<file path="src/rtl/jtag_target_conditioner.sv">
// Conditions target-side JTAG signals for the FT2232: synchronises presence, nSRST sense and RTCK,
// debounces/filters them, stretches FT-requested nSRST drives and flags target-originated resets.
module jtag_target_conditioner #(
    parameter int unsigned SYNC_STAGES     = 2,
    parameter int unsigned DEBOUNCE_CYCLES = 1024,
    parameter int unsigned GLITCH_CYCLES   = 4,
    parameter int unsigned SRST_MIN_CYCLES = 256
) (
    input  logic CLK,
    input  logic nRST,
    input  logic TARGET_PRESENT,
    input  logic nSRST_SENSE,
    input  logic RTCK,
    input  logic FT_nSRST_OE,
    input  logic FT_nSRST_OUT,
    input  logic EVENT_CLR,
    output logic FT_TARGET_PRESENT,
    output logic FT_nSRST_IN,
    output logic FT_RTCK,
    output logic nSRST_OE,
    output logic nSRST_OUT,
    output logic SRST_EVENT
);

    localparam int unsigned DB_W   = $clog2(DEBOUNCE_CYCLES + 1);
    localparam int unsigned GL_W   = $clog2(GLITCH_CYCLES + 1);
    localparam int unsigned ST_W   = $clog2(SRST_MIN_CYCLES + 1);
    localparam int unsigned SYNC_W = 5;

    // Synchroniser bit map: {ft_out, ft_oe, rtck, sense, present}; idle levels match the reset outputs
    localparam logic [SYNC_W-1:0] SYNC_IDLE = 5'b11010;

    typedef enum logic [1:0] {
        ABSENT   = 2'd0,
        QUAL_IN  = 2'd1,
        PRESENT  = 2'd2,
        QUAL_OUT = 2'd3
    } pres_state_t;

    typedef enum logic {
        IDLE   = 1'b0,
        ASSERT = 1'b1
    } srst_state_t;

    logic [SYNC_STAGES-1:0][SYNC_W-1:0] sync_q;
    logic [SYNC_W-1:0]                  sync_raw;
    logic                               present_s;
    logic                               sense_s;
    logic                               oe_s;
    logic                               out_s;

    pres_state_t       pres_q,   pres_d;
    logic [DB_W-1:0]   db_cnt_q, db_cnt_d;
    logic [DB_W-1:0]   db_inc;
    logic              db_done;
    logic              pres_out_q, pres_out_d;

    logic [GL_W-1:0]   gl_cnt_q, gl_cnt_d;
    logic              filt_q,   filt_d;

    srst_state_t       st_q,     st_d;
    logic [ST_W-1:0]   st_cnt_q, st_cnt_d;
    logic [ST_W-1:0]   st_inc;
    logic              st_done;
    logic              req_low;
    logic              oe_q,     oe_d;
    logic              out_q,    out_d;

    logic              event_q,  event_d;

    assign sync_raw  = {FT_nSRST_OUT, FT_nSRST_OE, RTCK, nSRST_SENSE, TARGET_PRESENT};
    assign present_s = sync_q[SYNC_STAGES-1][0];
    assign sense_s   = sync_q[SYNC_STAGES-1][1];
    assign oe_s      = sync_q[SYNC_STAGES-1][3];
    assign out_s     = sync_q[SYNC_STAGES-1][4];

    assign FT_TARGET_PRESENT = pres_out_q;
    assign FT_nSRST_IN       = filt_q;
    assign FT_RTCK           = sync_q[SYNC_STAGES-1][2];
    assign nSRST_OE          = oe_q;
    assign nSRST_OUT         = out_q;
    assign SRST_EVENT        = event_q;

    // Input synchronisers, newest sample in stage 0
    always_ff @(posedge CLK or negedge nRST) begin
        if (!nRST) begin
            sync_q <= {SYNC_STAGES{SYNC_IDLE}};
        end else begin
            sync_q <= {sync_q[SYNC_STAGES-2:0], sync_raw};
        end
    end

    // State registers
    always_ff @(posedge CLK or negedge nRST) begin
        if (!nRST) begin
            pres_q     <= ABSENT;
            db_cnt_q   <= '0;
            pres_out_q <= 1'b0;
            gl_cnt_q   <= '0;
            filt_q     <= 1'b1;
            st_q       <= IDLE;
            st_cnt_q   <= '0;
            oe_q       <= 1'b1;
            out_q      <= 1'b1;
            event_q    <= 1'b0;
        end else begin
            pres_q     <= pres_d;
            db_cnt_q   <= db_cnt_d;
            pres_out_q <= pres_out_d;
            gl_cnt_q   <= gl_cnt_d;
            filt_q     <= filt_d;
            st_q       <= st_d;
            st_cnt_q   <= st_cnt_d;
            oe_q       <= oe_d;
            out_q      <= out_d;
            event_q    <= event_d;
        end
    end

    // Saturating debounce count; done means this sample completes the qualification run
    assign db_inc  = (db_cnt_q == DB_W'(DEBOUNCE_CYCLES)) ? db_cnt_q : db_cnt_q + DB_W'(1);
    assign db_done = (db_cnt_q >= DB_W'(DEBOUNCE_CYCLES - 1));

    // Presence debounce FSM
    always_comb begin
        pres_d   = pres_q;
        db_cnt_d = db_cnt_q;
        unique case (pres_q)
            ABSENT: begin
                if (present_s) begin
                    if (db_done) begin
                        pres_d   = PRESENT;
                        db_cnt_d = '0;
                    end else begin
                        pres_d   = QUAL_IN;
                        db_cnt_d = db_inc;
                    end
                end
            end
            QUAL_IN: begin
                if (!present_s) begin
                    pres_d   = ABSENT;
                    db_cnt_d = '0;
                end else if (db_done) begin
                    pres_d   = PRESENT;
                    db_cnt_d = '0;
                end else begin
                    db_cnt_d = db_inc;
                end
            end
            PRESENT: begin
                if (!present_s) begin
                    if (db_done) begin
                        pres_d   = ABSENT;
                        db_cnt_d = '0;
                    end else begin
                        pres_d   = QUAL_OUT;
                        db_cnt_d = db_inc;
                    end
                end
            end
            QUAL_OUT: begin
                if (present_s) begin
                    pres_d   = PRESENT;
                    db_cnt_d = '0;
                end else if (db_done) begin
                    pres_d   = ABSENT;
                    db_cnt_d = '0;
                end else begin
                    db_cnt_d = db_inc;
                end
            end
            default: begin
                pres_d   = ABSENT;
                db_cnt_d = '0;
            end
        endcase
        pres_out_d = (pres_d == PRESENT) || (pres_d == QUAL_OUT);
    end

    // nSRST sense glitch filter: a run of disagreeing samples flips the output, any agreeing sample restarts it
    always_comb begin
        filt_d   = filt_q;
        gl_cnt_d = '0;
        if (sense_s != filt_q) begin
            if (gl_cnt_q >= GL_W'(GLITCH_CYCLES - 1)) begin
                filt_d = sense_s;
            end else begin
                gl_cnt_d = gl_cnt_q + GL_W'(1);
            end
        end
    end

    assign req_low = !oe_s && !out_s;
    assign st_inc  = (st_cnt_q == ST_W'(SRST_MIN_CYCLES)) ? st_cnt_q : st_cnt_q + ST_W'(1);
    assign st_done = (st_cnt_q >= ST_W'(SRST_MIN_CYCLES - 1));

    // Drive stretcher FSM; an absent target is never driven
    always_comb begin
        st_d     = st_q;
        st_cnt_d = '0;
        oe_d     = 1'b1;
        out_d    = 1'b1;
        if (!pres_out_q) begin
            st_d = IDLE;
        end else begin
            unique case (st_q)
                IDLE: begin
                    oe_d  = oe_s;
                    out_d = out_s;
                    if (req_low) begin
                        st_d = ASSERT;
                    end
                end
                ASSERT: begin
                    if (!req_low && st_done) begin
                        st_d  = IDLE;
                        oe_d  = oe_s;
                        out_d = out_s;
                    end else begin
                        st_cnt_d = st_inc;
                        oe_d     = 1'b0;
                        out_d    = 1'b0;
                    end
                end
            endcase
        end
    end

    // Sticky reset-seen flag; only falls we are not causing count, and a set beats a clear
    always_comb begin
        event_d = event_q;
        if (EVENT_CLR) begin
            event_d = 1'b0;
        end
        if (filt_q && !filt_d && (st_q == IDLE) && oe_q) begin
            event_d = 1'b1;
        end
    end

endmodule

</file>
<file path="config.mk">
export PLATFORM = sky130hd
export DESIGN_NAME = jtag_target_conditioner
export DESIGN_NICKNAME = d
export VERILOG_FILES = /design/src/rtl/jtag_target_conditioner.sv
export SDC_FILE = /design/constraint.sdc
export NUM_CORES = 1
export LEC_CHECK = 0
export BUFFER_PORTS_ARGS = -buffer_cell sky130_fd_sc_hd__buf_2
export CORE_MARGIN = 5
export CORE_UTILIZATION = 58
export DETAILED_ROUTE_END_ITERATION = 10
export GPL_ROUTABILITY_DRIVEN = 0
export HOLD_SLACK_MARGIN = 0.15
export PLACE_DENSITY = 0.82
export SLEW_MARGIN = 0
export SYNTH_ARGS = -nofsm -noshare
export SYNTH_HDL_FRONTEND = slang
export SYNTH_SLANG_ARGS = --single-unit
</file>
<file path="constraint.sdc">
create_clock -name CLK -period 2.31 [get_ports CLK]
set_clock_uncertainty 0.05 [all_clocks]
set_input_delay 0.231 -clock CLK [delete_from_list [all_inputs] [get_ports CLK]]
set_output_delay 0.231 -clock CLK [all_outputs]
set_load 0.01 [all_outputs]
</file>
==> run metrics, run 1 <==
antenna violations before repair 0; Residual DRC 0; CTS H-tree depth 2; post-CTS sizing 0; placed inst area 0.00194 mm^2; hold path depth 0; Port Buffers 13; commonest non-fill, non-tap cells in the layout dfrtp_1 (31), nor2_1 (16), buf_2 (13); drt total wl 3.04 mm; CP required 2.51 ns; kind of end point of the critical path flop; Seq pwr share 48.7%; cts bufs inserted 5; Clk network pwr share 40.0%; clock sink count 40; number of synthesized register bits 40; Synth Net Count 183; Vias per Instance 5.45; Startpoint Class flop; synthesized netlist cell count 168; vias in the first global route 1279; Post-synth EDFFs 0; FFs w/ async S/R, synth 100%; Syn-to-layout area delta 16.9%; P_int 1.30 mW; HPWL Detailed 2.20 mm; Slew Viols, Final 0; R2R depth 6; Lkg Pwr 0.939 nW; maximum VDD drop 0.718 mV; Initial DRC Count 47; critical path type reg -> reg; Antenna Cells 0; Core ar. 0.00305 mm^2; Final ANT Viol Nets 0; Post-Syn Area 0.00183 mm^2; final setup vio count 0; sequential area share after synthesis 55.3%; Fmax 503 MHz; post-synth top area cell dfrtp_1; TNS Setup 0 ns; Fin. Hold Viols 0; Ports 14; Final Cell Area 0.00214 mm^2; Die Width 66.2 um; top_reg_cell synth dfrtp_1; switching share of power 22.1%; first-pass GRT wire length 5.44 mm; top-area cell type share of the netlist area 42.4%; Vias 1296; Arr. time, crit path 2.19 ns; max_slew headroom 44.4%; Longest Clk Path Bufs 2; layout cells sized above 1 20.6%; Tightest Pin Transition 0.835 ns; Ys Warns 0; commonest non-fill, non-tap cell in the layout dfrtp_1; Max Cap Violations 0; Worst-Skew Late Latency 0.35 ns; Initial Utilization 60.0%; setup bufs post-CTS 0; FP Rows 20; Final nets 208; Hold WC Path Type reg -> reg; GR Overflow Total 0; minimum clock period 1.99 ns; DIE HEIGHT 66.2 um; P_sw 0.369 mW; First-pass DRT Iterations 4; GRT Util Overall 16.5%; Critical Path Fanout Max 8; clk root buf clkbuf_4; Combinational Power Share 11.3%; P per Cell Area 780 mW/mm^2; Clk pin slew, worst setup/hold paths 0.12 ns; die area 0.00438 mm^2; Synth cell types 43; RSZ-0062 raised after global routing false; largest net degree at the start of global routing 41; leading post-synthesis cells by cell area dfrtp_1 (42%), dfstp_2 (13%), ha_1 (4.8%); status finished clean; crit share post-route 86.1%; Mapped Avg Cell Area 10.9 um^2; post-DR wirelength/cell 12.8 um; CTS tree built
## final cells by class
type | count | area, um^2
flip-flops and latches | 40 | 1010
fillers | 222 | 913
multi-input cells | 112 | 749
repair buffers | 22 | 150
clock inverters | 3 | 90.1
well taps | 44 | 55.1
inverters | 12 | 45.0
clock buffers | 5 | 37.5
## cell usage after synthesis, types with 2 or more instances
cell      count
nor4b_1       3
nor2_1       16
nand2_1      12
o211ai_1      2
inv_1        11
nand4_1       3
nor3_1        3
o21a_1        3
dfstp_2       9
ha_1          7
nor4_1        2
nor3b_1       2
mux2i_1       3
o21ai_0       3
xnor2_1       4
or2_2         2
nand3b_1      2
nand3_1      10
dfrtp_1      31
clkbuf_1      2
or3_1         2
mux2_2        3
a21oi_1       5
xor2_1        5
a31oi_1       4
and3_1        2
## registers in the layout, summed over array words and instances (netlist names), named ones only
signal,flops
db_cnt_q,11
st_cnt_q,9
sync_q,5
gl_cnt_q,3
FT_RTCK,1
FT_nSRST_IN,1
SRST_EVENT,1
nSRST_OE,1
nSRST_OUT,1
oe_s,1
out_s,1
present_s,1
sense_s,1
st_q,1
## logic make-up (layout without fill, tap and decap cells)
| kind of cell | after synthesis | in the layout | share of synthesized area, % |
|---|---|---|---|
| compound gates | 25 | 25 | 9.36 |
| xor+xnor | 9 | 9 | 4.31 |
| fa+ha+maj | 7 | 7 | 4.78 |
| buf+inv | 16 | 42 | 3.76 |
| flops | 40 | 40 | 55.3 |
| mux | 6 | 6 | 3.49 |
| simple gates | 65 | 65 | 19.0 |
## metrics by stage
stage | power [mW] | hold slack [ns] | setup slack [ns] | utilization, % | instances
3_3_place_gp | 0.988 | 0.286 | 0.413 | 63.6 | 223
6_report | 1.67 | 0.311 | 0.320 | 70.1 | 238
4_1_cts | 1.69 | 0.313 | 0.325 | 70.1 | 238
3_5_place_dp | 1.01 | 0.290 | 0.341 | 63.6 | 223
2_1_floorplan | 0.934 | -0.115 | 0.517 | - | 168
5_1_grt | 1.75 | 0.321 | 0.213 | 70.1 | 238
## what timing repair did
item	4_1_cts	5_1_grt
hold buffers	7	0
endpoints found under the setup margin	0	0
endpoints found under the hold margin	37	0
## worst paths after layout
path | from | endpoint | slack, ns
setup / recovery | db_cnt_q[1]$_DFFE_PN0P_ | db_cnt_q[1]$_DFFE_PN0P_ | 0.32
hold / removal | sync_q[1]$_DFF_PN1_ | sense_s$_DFF_PN1_ | 0.31
setup reg to reg | db_cnt_q[1]$_DFFE_PN0P_ | db_cnt_q[1]$_DFFE_PN0P_ | 0.32
hold reg to reg | sync_q[1]$_DFF_PN1_ | sense_s$_DFF_PN1_ | 0.31
max in group asynchronous | nRST | st_q$_DFF_PN0_ | 1.23
min in group asynchronous | nRST | st_cnt_q[4]$_DFFE_PN0P_ | 0.45
## critical path, stage by stage, from the launching register on
cell and delay [ns]:
dfrtp_1 0.46, ha_1 0.26, a21oi_1 0.09, or4b_1 0.69
nand2_4 0.14, inv_2 0.04, a22o_1 0.16
## power groups by stage
stage / logic [mW] / registers [mW] / clock network [mW]
after floorplan: 0.108 / 0.826 / 0
final: 0.188 / 0.813 / 0.668
after global routing: 0.214 / 0.822 / 0.714
after CTS: 0.193 / 0.813 / 0.681
after global placement: 0.168 / 0.819 / 0
after detailed placement: 0.183 / 0.826 / 0
## routing by layer
layer | GRT usage, % | share of wire [%] | vias up
li1 | - | - | 637
met4 | 5.58 | 1.4 | 0
met5 | 0 | 0 | -
met1 | 20.1 | 45 | 610
met3 | 5.61 | 6.3 | 5
met2 | 27.3 | 47 | 44
(Power assumes the default switching activity.)
==> run 2, diff against run 1 <==
--- a/config.mk
+++ b/config.mk
@@ -5,13 +5,14 @@
 export SDC_FILE = /design/constraint.sdc
 export NUM_CORES = 1
 export LEC_CHECK = 0
-export BUFFER_PORTS_ARGS = -buffer_cell sky130_fd_sc_hd__buf_2
 export CORE_MARGIN = 5
-export CORE_UTILIZATION = 58
+export CORE_UTILIZATION = 61
 export DETAILED_ROUTE_END_ITERATION = 10
+export DONT_BUFFER_PORTS = 1
 export GPL_ROUTABILITY_DRIVEN = 0
 export HOLD_SLACK_MARGIN = 0.15
 export PLACE_DENSITY = 0.82
+export RECOVER_POWER = 50
 export SLEW_MARGIN = 0
 export SYNTH_ARGS = -nofsm -noshare
 export SYNTH_HDL_FRONTEND = slang
==> run metrics, run 2 (synthesis gave the netlist of run 1 again) <==
max_slew headroom 38.1% (-6.2 points); clk root buf clkbuf_4; Antenna Cells 0 (unchanged); critical path type reg -> reg; P_sw 0.376 mW (+2.1%); CTS tree built; P per Cell Area 681 mW/mm^2 (-13%); clock sink count 40 (unchanged); Critical Path Fanout Max 8 (unchanged); RSZ-0062 raised after global routing false; Hold Worst Slack 0.318 ns (+0.00615 ns); Core ar. 0.00281 mm^2 (-8.1%); final setup vio count 0 (unchanged); post-DR wirelength/cell 15.4 um (+21%); Ports 14 (unchanged); Arr. time, crit path 2.26 ns (+0.07 ns); metal1 wirelength 1.39 mm (+2.1%); FP Rows 19 (-5.0%); Startpoint Class flop; top sig layer met4; Seq pwr share 60.6% (+12 points); placed inst area 0.00186 mm^2 (-4.2%); layout cells sized above 1 15.4% (-5.2 points); CP required 2.52 ns (about the same); post-CTS sizing 0 (unchanged); commonest non-fill, non-tap cells in the layout dfrtp_1 (31), nor2_1 (16), nand2_1 (12); Clk pin slew, worst setup/hold paths 0.12 ns (about the same); GRT Util Overall 18.5% (+2.0 points); Layout Cells excl Fill 213 (-11%); metal2 WL 1.63 mm (+13%); Fmax 489 MHz (-2.8%); First-pass DRT Iterations 4 (unchanged); Worst-Skew Late Latency 0.36 ns (about the same); final core area utilization 71.4% (+1.3 points); P_int 0.987 mW (-24%); die area 0.00420 mm^2 (-4.2%); Max Cap Violations 0 (unchanged); Initial DRC Count 101 (+110%); largest register by flop count db_cnt_q; Port Buffers 0 (-13); first-pass GRT wire length 5.88 mm (+8.0%); largest net degree at the start of global routing 41 (unchanged); max reg flops 11 (unchanged); Top Registers db_cnt_q: 11 flops, st_cnt_q: 9 flops, sync_q: 5 flops; Hold WC Path Type reg -> reg; CTS H-tree depth 2 (unchanged); commonest non-fill, non-tap cell in the layout dfrtp_1; kind of end point of the critical path flop; Hold Buf Count CTS 8 (+1); vias in the first global route 1344 (+5.1%); switching share of power 27.6% (+5.5 points); Cell Count Post-Placement 197 (-12%); Tightest Pin Transition 0.928 ns (+0.0933 ns); Fin. Hold Viols 0 (unchanged); Slew Viols, Final 0 (unchanged); HPWL Detailed 2.32 mm (+5.5%); antenna violations before repair 0 (unchanged); Combinational Power Share 11.6% (+0.3 points); Vias per Instance 6.17 (+13%); setup bufs post-CTS 0 (unchanged); Lkg Pwr 0.858 nW (-8.6%); cts bufs inserted 5 (unchanged); Final ANT Viol Nets 0 (unchanged); Final nets 196 (-5.8%); Vias 1315 (+1.5%); Final Cell Area 0.00200 mm^2 (-6.4%); Initial Utilization 65.3% (+5.3 points); Residual DRC 0 (unchanged); Longest Clk Path Bufs 2 (unchanged); status finished clean; minimum clock period 2.05 ns (+0.0572 ns); met3 WL 193 um (+1.0%); Die Width 64.8 um (-2.1%); Syn-to-layout area delta 9.36%; drt total wl 3.29 mm (+7.9%); crit share post-route 88.6% (+2.5 points); TNS Setup 0 ns (unchanged); GR Overflow Total 0 (unchanged); maximum VDD drop 0.570 mV (-21%); Clk network pwr share 27.9% (-12 points); DIE HEIGHT 64.8 um (-2.1%)
## run 2: per-stage QoR
| step | worst slack (ns) | power (mW) |
|---|---|---|
| 2_1_floorplan | 0.517 | 0.934 |
| 4_1_cts | 0.286 | 1.38 |
| 6_report | 0.263 | 1.36 |
| 5_1_grt | 0.128 | 1.45 |
| 3_3_place_gp | 0.410 | 0.957 |
| 3_5_place_dp | 0.308 | 0.978 |
## run 2: power groups by stage
stage	Sequential [mW]	Clock [mW]	Combinational [mW]
2_1_floorplan	0.826	0	0.108
3_3_place_gp	0.834	0	0.123
3_5_place_dp	0.840	0	0.138
4_1_cts	0.827	0.392	0.166
5_1_grt	0.836	0.429	0.183
6_report	0.826	0.380	0.158
## run 2: path summary, 6_finish.rpt
path / startpoint / end / slack (ns) / cells after the start
hold / removal: sync_q[2]$_DFF_PN0_ / FT_RTCK$_DFF_PN0_ / 0.32 / 0
hold reg to reg: sync_q[2]$_DFF_PN0_ / FT_RTCK$_DFF_PN0_ / 0.32 / 0
setup reg to reg: db_cnt_q[0]$_DFFE_PN0P_ / db_cnt_q[1]$_DFFE_PN0P_ / 0.26 / 6
setup / recovery: db_cnt_q[0]$_DFFE_PN0P_ / db_cnt_q[1]$_DFFE_PN0P_ / 0.26 / 6
max in group asynchronous: nRST / st_cnt_q[2]$_DFFE_PN0P_ / 1.14 / 2
min in group asynchronous: nRST / st_cnt_q[4]$_DFFE_PN0P_ / 0.49 / 2
## run 2: cell type report
class / instances / area, um^2
clock buffers: 6 / 51.3
clock inverters: 2 / 15.0
fillers: 200 / 803
inverters: 12 / 45.0
multi-input cells: 112 / 749
flip-flops and latches: 40 / 1010
well taps: 31 / 38.8
repair buffers: 10 / 90.1
## run 2: worst max-delay path, cell delays in order (launching register included)
cell and delay [ns]:
dfrtp_1 0.48, ha_1 0.26, a21oi_1 0.09, or4b_1 0.71, nand2_4 0.15, inv_2 0.04
a22o_1 0.17
## run 2: per-layer routing
layer	GRT usage, %	up-vias
met5	0	-
met4	8.71	0
met3	6.74	8
met2	31.0	40
met1	21.0	652
li1	-	615
